`config.mk`:
```
export PLATFORM = sky130hd
export DESIGN_NAME = mig_line_xfer_flat
export DESIGN_NICKNAME = d
export VERILOG_FILES = /design/src/rtl/mig_line_xfer_pkg.sv /design/src/rtl/mig_line_xfer_if.sv /design/src/rtl/mig_line_xfer_beat_gather.sv /design/src/rtl/mig_line_xfer.sv /design/src/flat_wrapper.sv
export SDC_FILE = /design/constraint.sdc
export NUM_CORES = 2
export LEC_CHECK = 0
export BUFFER_PORTS_ARGS = -buffer_cell sky130_fd_sc_hd__buf_4
export CAP_MARGIN = 20
export CORE_AREA = 2 2 344 346
export CTS_BUF_LIST = sky130_fd_sc_hd__clkbuf_2
export DETAILED_ROUTE_END_ITERATION = 8
export DIE_AREA = 0 0 346 348
export HOLD_SLACK_MARGIN = 0.15
export PLACE_DENSITY = 0.49
export SYNTH_ARGS = -nofsm -noshare
export SYNTH_HDL_FRONTEND = slang
export SYNTH_SLANG_ARGS = --single-unit
```
`constraint.sdc`:
```
create_clock -name clk -period 4.3 [get_ports clk]
set_clock_uncertainty 0.15 [all_clocks]
set_input_delay 0.215 -clock clk [delete_from_list [all_inputs] [get_ports clk]]
set_output_delay 0.215 -clock clk [all_outputs]
set_load 0.1 [all_outputs]
```
`src/rtl/mig_line_xfer_pkg.sv`:
```
// Shared MIG command codes and FSM state encoding for the cache-line <-> MIG transfer block.
package mig_line_xfer_pkg;

   localparam logic [2:0] MigCmdWr = 3'b000;
   localparam logic [2:0] MigCmdRd = 3'b001;

   typedef enum logic [2:0] {
      StIdle,
      StWrData,
      StWrCmd,
      StRdCmd,
      StRdWait,
      StRsp
   } state_e;

endpackage

```
`src/rtl/mig_line_xfer_if.sv`:
```
// MIG DDR2 user-interface bundle: address FIFO, write-data FIFO and read-data return.
interface mig_line_xfer_if #(
   parameter int unsigned APPDATA_WIDTH = 128,
   parameter int unsigned ADDR_WIDTH    = 31
);

   logic                         app_af_afull;
   logic                         app_wdf_afull;
   logic                         app_af_wren;
   logic [2:0]                   app_af_cmd;
   logic [ADDR_WIDTH-1:0]        app_af_addr;
   logic                         app_wdf_wren;
   logic [APPDATA_WIDTH-1:0]     app_wdf_data;
   logic [APPDATA_WIDTH/8-1:0]   app_wdf_mask_data;
   logic                         rd_data_valid;
   logic [APPDATA_WIDTH-1:0]     rd_data_fifo_out;

   modport master (
      input  app_af_afull, app_wdf_afull, rd_data_valid, rd_data_fifo_out,
      output app_af_wren, app_af_cmd, app_af_addr, app_wdf_wren, app_wdf_data, app_wdf_mask_data
   );

   modport slave (
      output app_af_afull, app_wdf_afull, rd_data_valid, rd_data_fifo_out,
      input  app_af_wren, app_af_cmd, app_af_addr, app_wdf_wren, app_wdf_data, app_wdf_mask_data
   );

endinterface

```
`src/rtl/mig_line_xfer_beat_gather.sv`:
```
// Read-line assembly: stores BEATS MIG beats in arrival order and flags the final beat.
module mig_line_xfer_beat_gather #(
   parameter int unsigned APPDATA_WIDTH = 128,
   parameter int unsigned BEATS         = 2
) (
   input  logic                             clk,
   input  logic                             rst,
   input  logic                             clr_i,
   input  logic                             en_i,
   input  logic                             beat_valid_i,
   input  logic [APPDATA_WIDTH-1:0]         beat_data_i,
   output logic [BEATS*APPDATA_WIDTH-1:0]   line_o,
   output logic                             done_o
);

   localparam int unsigned CntW = $clog2(BEATS) + 1;
   localparam logic [CntW-1:0] LastBeat = CntW'(BEATS - 1);

   logic [BEATS*APPDATA_WIDTH-1:0] slots_q, slots_d;
   logic [CntW-1:0]                cnt_q, cnt_d;

   always_comb begin
      slots_d = slots_q;
      cnt_d   = cnt_q;
      done_o  = 1'b0;
      if (clr_i) begin
         slots_d = '0;
         cnt_d   = '0;
      end else if (en_i && beat_valid_i) begin
         slots_d[cnt_q*APPDATA_WIDTH +: APPDATA_WIDTH] = beat_data_i;
         cnt_d  = cnt_q + 1'b1;
         done_o = (cnt_q == LastBeat);
      end
   end

   // Expose the next-state view so the final beat is part of the line on the done cycle.
   assign line_o = slots_d;

   always_ff @(posedge clk) begin
      if (rst) begin
         slots_q <= '0;
         cnt_q   <= '0;
      end else begin
         slots_q <= slots_d;
         cnt_q   <= cnt_d;
      end
   end

endmodule

```
`src/rtl/mig_line_xfer.sv`:
```
// One-line-per-request transfer between the cache controller and the MIG app_* port.
// Optional read watchdog enabled by defining MIG_LINE_XFER_READ_TIMEOUT_EN.
module mig_line_xfer
   import mig_line_xfer_pkg::*;
#(
   parameter int unsigned APPDATA_WIDTH  = 128,
   parameter int unsigned BEATS          = 2,
   parameter int unsigned ADDR_WIDTH     = 31,
   parameter int unsigned TIMEOUT_CYCLES = 1024
) (
   input  logic                               clk,
   input  logic                               rst,
   input  logic                               req_valid,
   output logic                               req_ready,
   input  logic                               req_we,
   input  logic [ADDR_WIDTH-1:0]              req_addr,
   input  logic [BEATS*APPDATA_WIDTH-1:0]     req_wdata,
   input  logic [BEATS*APPDATA_WIDTH/8-1:0]   req_wmask,
   output logic                               rsp_valid,
   input  logic                               rsp_ready,
   output logic                               rsp_we,
   output logic [BEATS*APPDATA_WIDTH-1:0]     rsp_rdata,
   output logic                               rsp_err,
   mig_line_xfer_if.master                    mig
);

   localparam int unsigned LineW = BEATS * APPDATA_WIDTH;
   localparam int unsigned MaskW = APPDATA_WIDTH / 8;
   localparam int unsigned CntW  = $clog2(BEATS) + 1;
   localparam logic [CntW-1:0] LastBeat = CntW'(BEATS - 1);

   state_e                    state_q, state_d;
   logic [ADDR_WIDTH-1:0]     addr_q, addr_d;
   logic [LineW-1:0]          wdata_q, wdata_d;
   logic [LineW/8-1:0]        wmask_q, wmask_d;
   logic [CntW-1:0]           cnt_q, cnt_d;
   logic                      rsp_valid_q, rsp_valid_d;
   logic                      rsp_we_q, rsp_we_d;
   logic                      rsp_err_q, rsp_err_d;
   logic [LineW-1:0]          rsp_rdata_q, rsp_rdata_d;
   logic                      af_wren_q, af_wren_d;
   logic [2:0]                af_cmd_q, af_cmd_d;
   logic [ADDR_WIDTH-1:0]     af_addr_q, af_addr_d;
   logic                      wdf_wren_q, wdf_wren_d;
   logic [APPDATA_WIDTH-1:0]  wdf_data_q, wdf_data_d;
   logic [MaskW-1:0]          wdf_mask_q, wdf_mask_d;

   logic                      gather_clr;
   logic                      gather_done;
   logic [LineW-1:0]          gather_line;

`ifdef MIG_LINE_XFER_READ_TIMEOUT_EN
   localparam int unsigned TimerW = $clog2(TIMEOUT_CYCLES) + 1;
   logic [TimerW-1:0]         timer_q, timer_d;
`else
   logic                      unused_timeout;
   assign unused_timeout = ^TIMEOUT_CYCLES;
`endif

   mig_line_xfer_beat_gather #(
      .APPDATA_WIDTH (APPDATA_WIDTH),
      .BEATS         (BEATS)
   ) u_gather (
      .clk          (clk),
      .rst          (rst),
      .clr_i        (gather_clr),
      .en_i         (state_q == StRdWait),
      .beat_valid_i (mig.rd_data_valid),
      .beat_data_i  (mig.rd_data_fifo_out),
      .line_o       (gather_line),
      .done_o       (gather_done)
   );

   always_comb begin
      state_d     = state_q;
      addr_d      = addr_q;
      wdata_d     = wdata_q;
      wmask_d     = wmask_q;
      cnt_d       = cnt_q;
      rsp_valid_d = rsp_valid_q;
      rsp_we_d    = rsp_we_q;
      rsp_err_d   = rsp_err_q;
      rsp_rdata_d = rsp_rdata_q;
      af_wren_d   = 1'b0;
      af_cmd_d    = af_cmd_q;
      af_addr_d   = af_addr_q;
      wdf_wren_d  = 1'b0;
      wdf_data_d  = wdf_data_q;
      wdf_mask_d  = wdf_mask_q;
      gather_clr  = 1'b0;
`ifdef MIG_LINE_XFER_READ_TIMEOUT_EN
      timer_d     = timer_q;
`endif
      unique case (state_q)
         StIdle: begin
            if (req_valid) begin
               addr_d  = req_addr;
               wdata_d = req_wdata;
               wmask_d = req_wmask;
               cnt_d   = '0;
               state_d = req_we ? StWrData : StRdCmd;
            end
         end
         StWrData: begin
            // Data beats go out ahead of the address so MIG never sees a command without data.
            if (!mig.app_wdf_afull) begin
               wdf_wren_d = 1'b1;
               wdf_data_d = wdata_q[cnt_q*APPDATA_WIDTH +: APPDATA_WIDTH];
               wdf_mask_d = wmask_q[cnt_q*MaskW +: MaskW];
               cnt_d      = cnt_q + 1'b1;
               if (cnt_q == LastBeat) state_d = StWrCmd;
            end
         end
         StWrCmd: begin
            if (!mig.app_af_afull) begin
               af_wren_d   = 1'b1;
               af_cmd_d    = MigCmdWr;
               af_addr_d   = addr_q;
               rsp_valid_d = 1'b1;
               rsp_we_d    = 1'b1;
               rsp_err_d   = 1'b0;
               state_d     = StRsp;
            end
         end
         StRdCmd: begin
            if (!mig.app_af_afull) begin
               af_wren_d  = 1'b1;
               af_cmd_d   = MigCmdRd;
               af_addr_d  = addr_q;
               cnt_d      = '0;
               gather_clr = 1'b1;
`ifdef MIG_LINE_XFER_READ_TIMEOUT_EN
               timer_d    = '0;
`endif
               state_d    = StRdWait;
            end
         end
         StRdWait: begin
            if (gather_done) begin
               rsp_valid_d = 1'b1;
               rsp_we_d    = 1'b0;
               rsp_err_d   = 1'b0;
               rsp_rdata_d = gather_line;
               state_d     = StRsp;
            end
`ifdef MIG_LINE_XFER_READ_TIMEOUT_EN
            else if (timer_q == TimerW'(TIMEOUT_CYCLES - 1)) begin
               rsp_valid_d = 1'b1;
               rsp_we_d    = 1'b0;
               rsp_err_d   = 1'b1;
               rsp_rdata_d = gather_line;
               state_d     = StRsp;
            end else begin
               timer_d = timer_q + 1'b1;
            end
`endif
         end
         StRsp: begin
            if (rsp_ready) begin
               rsp_valid_d = 1'b0;
               rsp_err_d   = 1'b0;
               state_d     = StIdle;
            end
         end
         default: state_d = StIdle;
      endcase
   end

   always_ff @(posedge clk) begin
      if (rst) begin
         state_q     <= StIdle;
         addr_q      <= '0;
         wdata_q     <= '0;
         wmask_q     <= '0;
         cnt_q       <= '0;
         rsp_valid_q <= 1'b0;
         rsp_we_q    <= 1'b0;
         rsp_err_q   <= 1'b0;
         rsp_rdata_q <= '0;
         af_wren_q   <= 1'b0;
         af_cmd_q    <= MigCmdWr;
         af_addr_q   <= '0;
         wdf_wren_q  <= 1'b0;
         wdf_data_q  <= '0;
         wdf_mask_q  <= '0;
`ifdef MIG_LINE_XFER_READ_TIMEOUT_EN
         timer_q     <= '0;
`endif
      end else begin
         state_q     <= state_d;
         addr_q      <= addr_d;
         wdata_q     <= wdata_d;
         wmask_q     <= wmask_d;
         cnt_q       <= cnt_d;
         rsp_valid_q <= rsp_valid_d;
         rsp_we_q    <= rsp_we_d;
         rsp_err_q   <= rsp_err_d;
         rsp_rdata_q <= rsp_rdata_d;
         af_wren_q   <= af_wren_d;
         af_cmd_q    <= af_cmd_d;
         af_addr_q   <= af_addr_d;
         wdf_wren_q  <= wdf_wren_d;
         wdf_data_q  <= wdf_data_d;
         wdf_mask_q  <= wdf_mask_d;
`ifdef MIG_LINE_XFER_READ_TIMEOUT_EN
         timer_q     <= timer_d;
`endif
      end
   end

   assign req_ready             = (state_q == StIdle);
   assign rsp_valid             = rsp_valid_q;
   assign rsp_we                = rsp_we_q;
   assign rsp_err               = rsp_err_q;
   assign rsp_rdata             = rsp_rdata_q;
   assign mig.app_af_wren       = af_wren_q;
   assign mig.app_af_cmd        = af_cmd_q;
   assign mig.app_af_addr       = af_addr_q;
   assign mig.app_wdf_wren      = wdf_wren_q;
   assign mig.app_wdf_data      = wdf_data_q;
   assign mig.app_wdf_mask_data = wdf_mask_q;

endmodule
```
`src/flat_wrapper.sv`:
```
// flat-port wrapper written by rule: the top's interface ports become plain ports
module mig_line_xfer_flat import mig_line_xfer_pkg::*;
#(
   parameter int unsigned APPDATA_WIDTH  = 128,
   parameter int unsigned BEATS          = 2,
   parameter int unsigned ADDR_WIDTH     = 31,
   parameter int unsigned TIMEOUT_CYCLES = 1024
)
  (clk, rst, req_valid, req_ready, req_we, req_addr, req_wdata, req_wmask, rsp_valid, rsp_ready, rsp_we, rsp_rdata, rsp_err, mig_app_af_afull, mig_app_wdf_afull, mig_rd_data_valid, mig_rd_data_fifo_out, mig_app_af_wren, mig_app_af_cmd, mig_app_af_addr, mig_app_wdf_wren, mig_app_wdf_data, mig_app_wdf_mask_data);
  mig_line_xfer_if #(.APPDATA_WIDTH(APPDATA_WIDTH), .ADDR_WIDTH(ADDR_WIDTH)) mig_i ();
  input  logic clk;
  input  logic rst;
  input  logic req_valid;
  output logic req_ready;
  input  logic req_we;
  input  logic [ADDR_WIDTH-1:0] req_addr;
  input  logic [BEATS*APPDATA_WIDTH-1:0] req_wdata;
  input  logic [BEATS*APPDATA_WIDTH/8-1:0] req_wmask;
  output logic rsp_valid;
  input  logic rsp_ready;
  output logic rsp_we;
  output logic [BEATS*APPDATA_WIDTH-1:0] rsp_rdata;
  output logic rsp_err;
  input wire logic [$bits(mig_i.app_af_afull)-1:0] mig_app_af_afull;
  input wire logic [$bits(mig_i.app_wdf_afull)-1:0] mig_app_wdf_afull;
  input wire logic [$bits(mig_i.rd_data_valid)-1:0] mig_rd_data_valid;
  input wire logic [$bits(mig_i.rd_data_fifo_out)-1:0] mig_rd_data_fifo_out;
  output wire logic [$bits(mig_i.app_af_wren)-1:0] mig_app_af_wren;
  output wire logic [$bits(mig_i.app_af_cmd)-1:0] mig_app_af_cmd;
  output wire logic [$bits(mig_i.app_af_addr)-1:0] mig_app_af_addr;
  output wire logic [$bits(mig_i.app_wdf_wren)-1:0] mig_app_wdf_wren;
  output wire logic [$bits(mig_i.app_wdf_data)-1:0] mig_app_wdf_data;
  output wire logic [$bits(mig_i.app_wdf_mask_data)-1:0] mig_app_wdf_mask_data;
  assign mig_i.app_af_afull = mig_app_af_afull;
  assign mig_i.app_wdf_afull = mig_app_wdf_afull;
  assign mig_i.rd_data_valid = mig_rd_data_valid;
  assign mig_i.rd_data_fifo_out = mig_rd_data_fifo_out;
  assign mig_app_af_wren = mig_i.app_af_wren;
  assign mig_app_af_cmd = mig_i.app_af_cmd;
  assign mig_app_af_addr = mig_i.app_af_addr;
  assign mig_app_wdf_wren = mig_i.app_wdf_wren;
  assign mig_app_wdf_data = mig_i.app_wdf_data;
  assign mig_app_wdf_mask_data = mig_i.app_wdf_mask_data;
  mig_line_xfer #(.APPDATA_WIDTH(APPDATA_WIDTH), .BEATS(BEATS), .ADDR_WIDTH(ADDR_WIDTH), .TIMEOUT_CYCLES(TIMEOUT_CYCLES)) u_core (.clk(clk), .rst(rst), .req_valid(req_valid), .req_ready(req_ready), .req_we(req_we), .req_addr(req_addr), .req_wdata(req_wdata), .req_wmask(req_wmask), .rsp_valid(rsp_valid), .rsp_ready(rsp_ready), .rsp_we(rsp_we), .rsp_rdata(rsp_rdata), .rsp_err(rsp_err), .mig(mig_i));
endmodule
```
==> impl_metrics.json, run 1 <==
{
  "ys_warn_count": 0,
  "rows": 126,
  "synth_xor_area_share_pct": 0,
  "synth_cell_types": 34,
  "synth-seq-cells": 890,
  "io_buffers": 891,
  "ys_seq_area_share_pct": 54.78,
  "die_y_um": 348,
  "hold_buffers": 1276,
  "run_status": "aborted with a tool error",
  "synth-simple-area-share_pct": 18.18,
  "yosysTopAreaCellShare_pct": 54.78,
  "dp_hpwl_um": 81030,
  "htreeDepth": 4,
  "stop_stage": "4_1_cts",
  "cts_sinks": 890,
  "synth_area_per_cell_um2": 8.461,
  "synthMuxAreaShare_pct": 4.493,
  "clockRootBuffer": "clkbuf_2",
  "cts-resized-gates": 0,
  "error": "[ERROR RSZ-0060] Max buffer count reached.",
  "synth_compound_area_share_pct": 17.75,
  "synth_top_family_by_area": "simple AND/OR/NAND/NOR gates",
  "cts_buffer_depth": 3,
  "syn_area_um2": 32520,
  "io_pins": 895,
  "netlist_top_cells_area": "dfxtp_1 55%, a21oi_1 12%, nand2_1 9.7%, mux2i_1 4.5%, nor3_1 4.2%",
  "place_inst": 5963,
  "cts_setup_buffers": 0,
  "synth_largest_area_cell": "dfxtp_1",
  "die_x_um": 346,
  "initial_core_util_pct": 27.80,
  "syn_inst": 3844,
  "cts-buffers-inserted": 233,
  "synth-adder-area-share_pct": 0.1539,
  "gp_congestion": 0.8024
}
-- cells by family after synthesis --
family	after synthesis
AOI/OAI and AO/OA	1021
adders and majority gates	4
buffers and inverters	366
DFF	890
muxes	146
other	1
and+or+nand+nor	1416
-- cell usage after synthesis (all sizes together) --
| library cell | number |
|---|---|
| a22o | 129 |
| o21a | 1 |
| a41oi | 1 |
| o21ai | 3 |
| or4b | 1 |
| inv | 5 |
| nor2 | 153 |
| a211oi | 1 |
| nand2 | 840 |
| nor4b | 3 |
| o311ai | 1 |
| or2 | 1 |
| nand2b | 4 |
| a21oi | 756 |
| nand3 | 129 |
| nand4bb | 1 |
| clkbuf | 249 |
| conb | 1 |
| ha | 4 |
| and2 | 2 |
| mux2i | 146 |
| o311a | 1 |
| buf | 112 |
| a21o | 1 |
| o22ai | 127 |
| nor3b | 4 |
| nor4 | 1 |
| dfxtp | 890 |
| and4bb | 1 |
| nor3 | 276 |
-- per-stage QoR --
stage                     util, %  cell area (um^2)  setup slack, ns
after detailed placement    34.53             40390            1.276
after global placement      34.53             40390            1.332
after floorplan                 -             32530           0.4842
==> run 2: changes to the inputs <==
--- a/config.mk
+++ b/config.mk
@@ -7,12 +7,10 @@
 export LEC_CHECK = 0
 export BUFFER_PORTS_ARGS = -buffer_cell sky130_fd_sc_hd__buf_4
 export CAP_MARGIN = 20
-export CORE_AREA = 2 2 344 346
-export CTS_BUF_LIST = sky130_fd_sc_hd__clkbuf_2
+export CORE_MARGIN = 2
+export CORE_UTILIZATION = 25
 export DETAILED_ROUTE_END_ITERATION = 8
-export DIE_AREA = 0 0 346 348
-export HOLD_SLACK_MARGIN = 0.15
-export PLACE_DENSITY = 0.49
+export PLACE_DENSITY_LB_ADDON = 0.15
 export SYNTH_ARGS = -nofsm -noshare
 export SYNTH_HDL_FRONTEND = slang
 export SYNTH_SLANG_ARGS = --single-unit
==> impl_metrics.json, run 2 <==
{
  "synth-edff-count": 0,
  "synth-main-ff-cell": "dfxtp_1",
  "hold_buffers": 498,
  "p_leak_nw": 19.27,
  "tns_ns": 0,
  "drc": 0,
  "syn_inst": 3844,
  "maxSlewHeadroom_pct": 15.42,
  "dieArea_um2": 133000,
  "post-route-min-period_ns": 3.418,
  "min_from": "mig_rd_data_fifo_out[42]",
  "finalSetupViolations": 0,
  "routedWlPerCell_um": 19.25,
  "r2r_end": "u_core.addr_q[17]$_SDFFE_PP0P_",
  "gr-total-overflow": 0,
  "layout_common_cells": "919 x buf_4, 888 x dfxtp_1, 838 x nand2_1",
  "r2r_cells": 6,
  "grt_max_degree": 217,
  "ys_seq_area_share_pct": 54.78,
  "yosysTopAreaCellShare_pct": 54.78,
  "crit_type": "reg2reg",
  "worstReg2RegStart": "u_core.state_q[0]$_SDFFE_PP0P_",
  "cts_setup_buffers": 0,
  "rsz0062_at_grt": "false",
  "antenna_left": 0,
  "hold_viol": 0,
  "core_um2": 129300,
  "intPower_mw": 14.72,
  "fmax_mhz": 292.6,
  "hold_class": "in2reg",
  "io_pins": 895,
  "hold_end": "u_core.rsp_rdata[170]$_SDFFE_PP0P_",
  "dpl_worst_slack_ns": 1.194,
  "swShare_pct": 26.98,
  "gp_congestion": 0.7692,
  "rows": 132,
  "cp-end-kind": "flop",
  "first_pass_iters": 5,
  "cap_violations": 0,
  "run_status": "complete, no violations",
  "synth-seq-cells": 890,
  "initial_core_util_pct": 25.15,
  "cts-buffers-inserted": 105,
  "viasPerCell": 4.657,
  "htreeDepth": 3,
  "critPathLaunchType": "flop",
  "cts-resized-gates": 0,
  "path_max_fanout": 81,
  "num-fill-cells": 13380,
  "antenna_found_initial": 25,
  "drt_iter0_markers": 1943,
  "final_common_cell": "buf_4",
  "fin_crit_sh_pct": 79.48,
  "power.switching_mw": 5.441,
  "synth.most_common_cell": "dfxtp_1",
  "layout_setup_ws_ns": 0.8822,
  "nets": 5493,
  "clkTransAtPathRegs_ns": 0.06,
  "synth_largest_area_cell": "dfxtp_1",
  "combPwrFrac_pct": 12.7,
  "synth_area_per_cell_um2": 8.461,
  "drive_gt1_share_pct": 21.99,
  "clk_latency_ns": 0.72,
  "cts_sinks": 890,
  "grt_use_total_pct": 18.95,
  "ys_warn_count": 0,
  "synthTopCellsByCount": "890 x dfxtp_1, 840 x nand2_1, 756 x a21oi_1",
  "grt_pass1_vias": 31120,
  "die_y_um": 364.7,
  "clockRootBuffer": "clkbuf_16",
  "syn_to_final_growth_pct": 51.11,
  "cts_tree": "yes",
  "grt_pass1_wl_um": 195800,
  "clock_power_share_pct": 43.9,
  "powerDensity_nw_per_um2": 410.3,
  "die_x_um": 364.7,
  "routed_wl_um": 132300,
  "io_buffers": 891,
  "syn_area_um2": 32520,
  "dp_hpwl_um": 85270,
  "ys_async_sr_fraction_pct": 0,
  "maxSlewViolCount": 0,
  "cts_buffer_depth": 3,
  "required_ns": 4.75,
  "worst_pin_slew_ns": 1.269,
  "cp.arrival_ns": 3.87,
  "synth_cell_types": 34,
  "vias": 32000,
  "hold_depth": 3,
  "ir_drop_v": 0.0002729,
  "netlist_top_cells_area": "dfxtp_1 55%, a21oi_1 12%, nand2_1 9.7%, mux2i_1 4.5%, nor3_1 4.2%",
  "seqPwrFrac_pct": 43.4,
  "rrSetupSlack_ns": 0.88
}
[run 2: cell counts after synthesis]
Identical to the previous run, type by type.
[run 2: final cells by class]
class,count,area (um^2),share of cell area [%]
flip-flops and latches,890,17820,36.27
multi-input cells,2590,13280,27.02
repair buffers,1442,12380,25.19
clock buffers,155,3065,6.237
well taps,1742,2180,4.435
clock inverters,35,367.9,0.7485
diodes,12,30.03,0.06110
inverters,5,18.77,0.03819
[run 2: through the flow]
stage | util, % | power (mW) | std cells | hold slack (ns) | area [um^2]
after CTS | 37.98 | 20.47 | 6859 | 0.05116 | 49120
after detailed placement | 31.47 | 11.09 | 6171 | 0.2933 | 40700
after global routing | 38.00 | 21.05 | 6867 | 0.09403 | 49140
after global placement | 31.47 | 11.07 | 6171 | 0.2889 | 40700
after floorplan | - | 10.19 | 3846 | 0.1976 | 32530
final | 38.00 | 20.16 | 6871 | 0.1216 | 49150
[run 2: power groups by stage]
| stage | clock network, mW | logic [mW] | registers, mW |
|---|---|---|---|
| 3_3_place_gp | 0 | 2.15 | 8.92 |
| 2_1_floorplan | 0 | 1.08 | 9.11 |
| 3_5_place_dp | 0 | 2.16 | 8.92 |
| 4_1_cts | 9.14 | 2.59 | 8.74 |
| 5_1_grt | 9.49 | 2.78 | 8.78 |
| 6_report | 8.86 | 2.56 | 8.74 |
[run 2: logic make-up after synthesis]
| kind of cell | Yosys count | synth area share [%] |
|---|---|---|
| AO/OA/AOI/OAI | 1021 | 17.75 |
| adder cells (fa/ha/maj) | 4 | 0.1539 |
| buffers and inverters | 366 | 4.628 |
| flip-flops | 890 | 54.78 |
| multiplexers | 146 | 4.493 |
| other | 1 | 0.01153 |
| AND/OR/NAND/NOR | 1416 | 18.18 |
[run 2: worst max-delay path by stage]
| stage | start | end | slack [ns] | cells past startpoint |
|---|---|---|---|---|
| global route | u_core.state_q[0]$_SDFFE_PP0P_ | u_core.addr_q[7]$_SDFFE_PP0P_ | 0.73 | 6 |
| finish | u_core.state_q[0]$_SDFFE_PP0P_ | u_core.addr_q[17]$_SDFFE_PP0P_ | 0.88 | 6 |
| global placement | u_core.state_q[0]$_SDFFE_PP0P_ | u_core.rsp_rdata[139]$_SDFFE_PP0P_ | 1.22 | 5 |
| floorplan | u_core.state_q[2]$_SDFFE_PP0P_ | u_core.wmask_q[21]$_SDFFE_PP0P_ | 0.48 | 7 |
| detailed placement | u_core.state_q[0]$_SDFFE_PP0P_ | u_core.rsp_rdata[155]$_SDFFE_PP0P_ | 1.19 | 5 |
| CTS | u_core.state_q[0]$_SDFFE_PP0P_ | u_core.addr_q[12]$_SDFFE_PP0P_ | 0.98 | 6 |
[run 2: critical path, cell delays in order, from the launching register on]
cell,delay (ns)
dfxtp_1,0.49
nor3_1,0.77
nand2_4,0.57
buf_12,0.42
nand2_1,0.13
a21oi_1,0.07
dlygate4sd3_1,0.59
[run 2: routing by layer]
| metal | GRT usage [%] | share of wire [%] | vias to the layer above | wire length (um) |
|---|---|---|---|---|
| met5 | 0 | 0.13 | - | 169 |
| met4 | 6.296 | 2.9 | 24 | 3786 |
| met3 | 5.321 | 7.7 | 196 | 10180 |
| met2 | 31.11 | 46 | 929 | 61500 |
| met1 | 23.81 | 43 | 15200 | 56620 |
| li1 | - | - | 15650 | - |
Power figures use the tool's default switching activity.
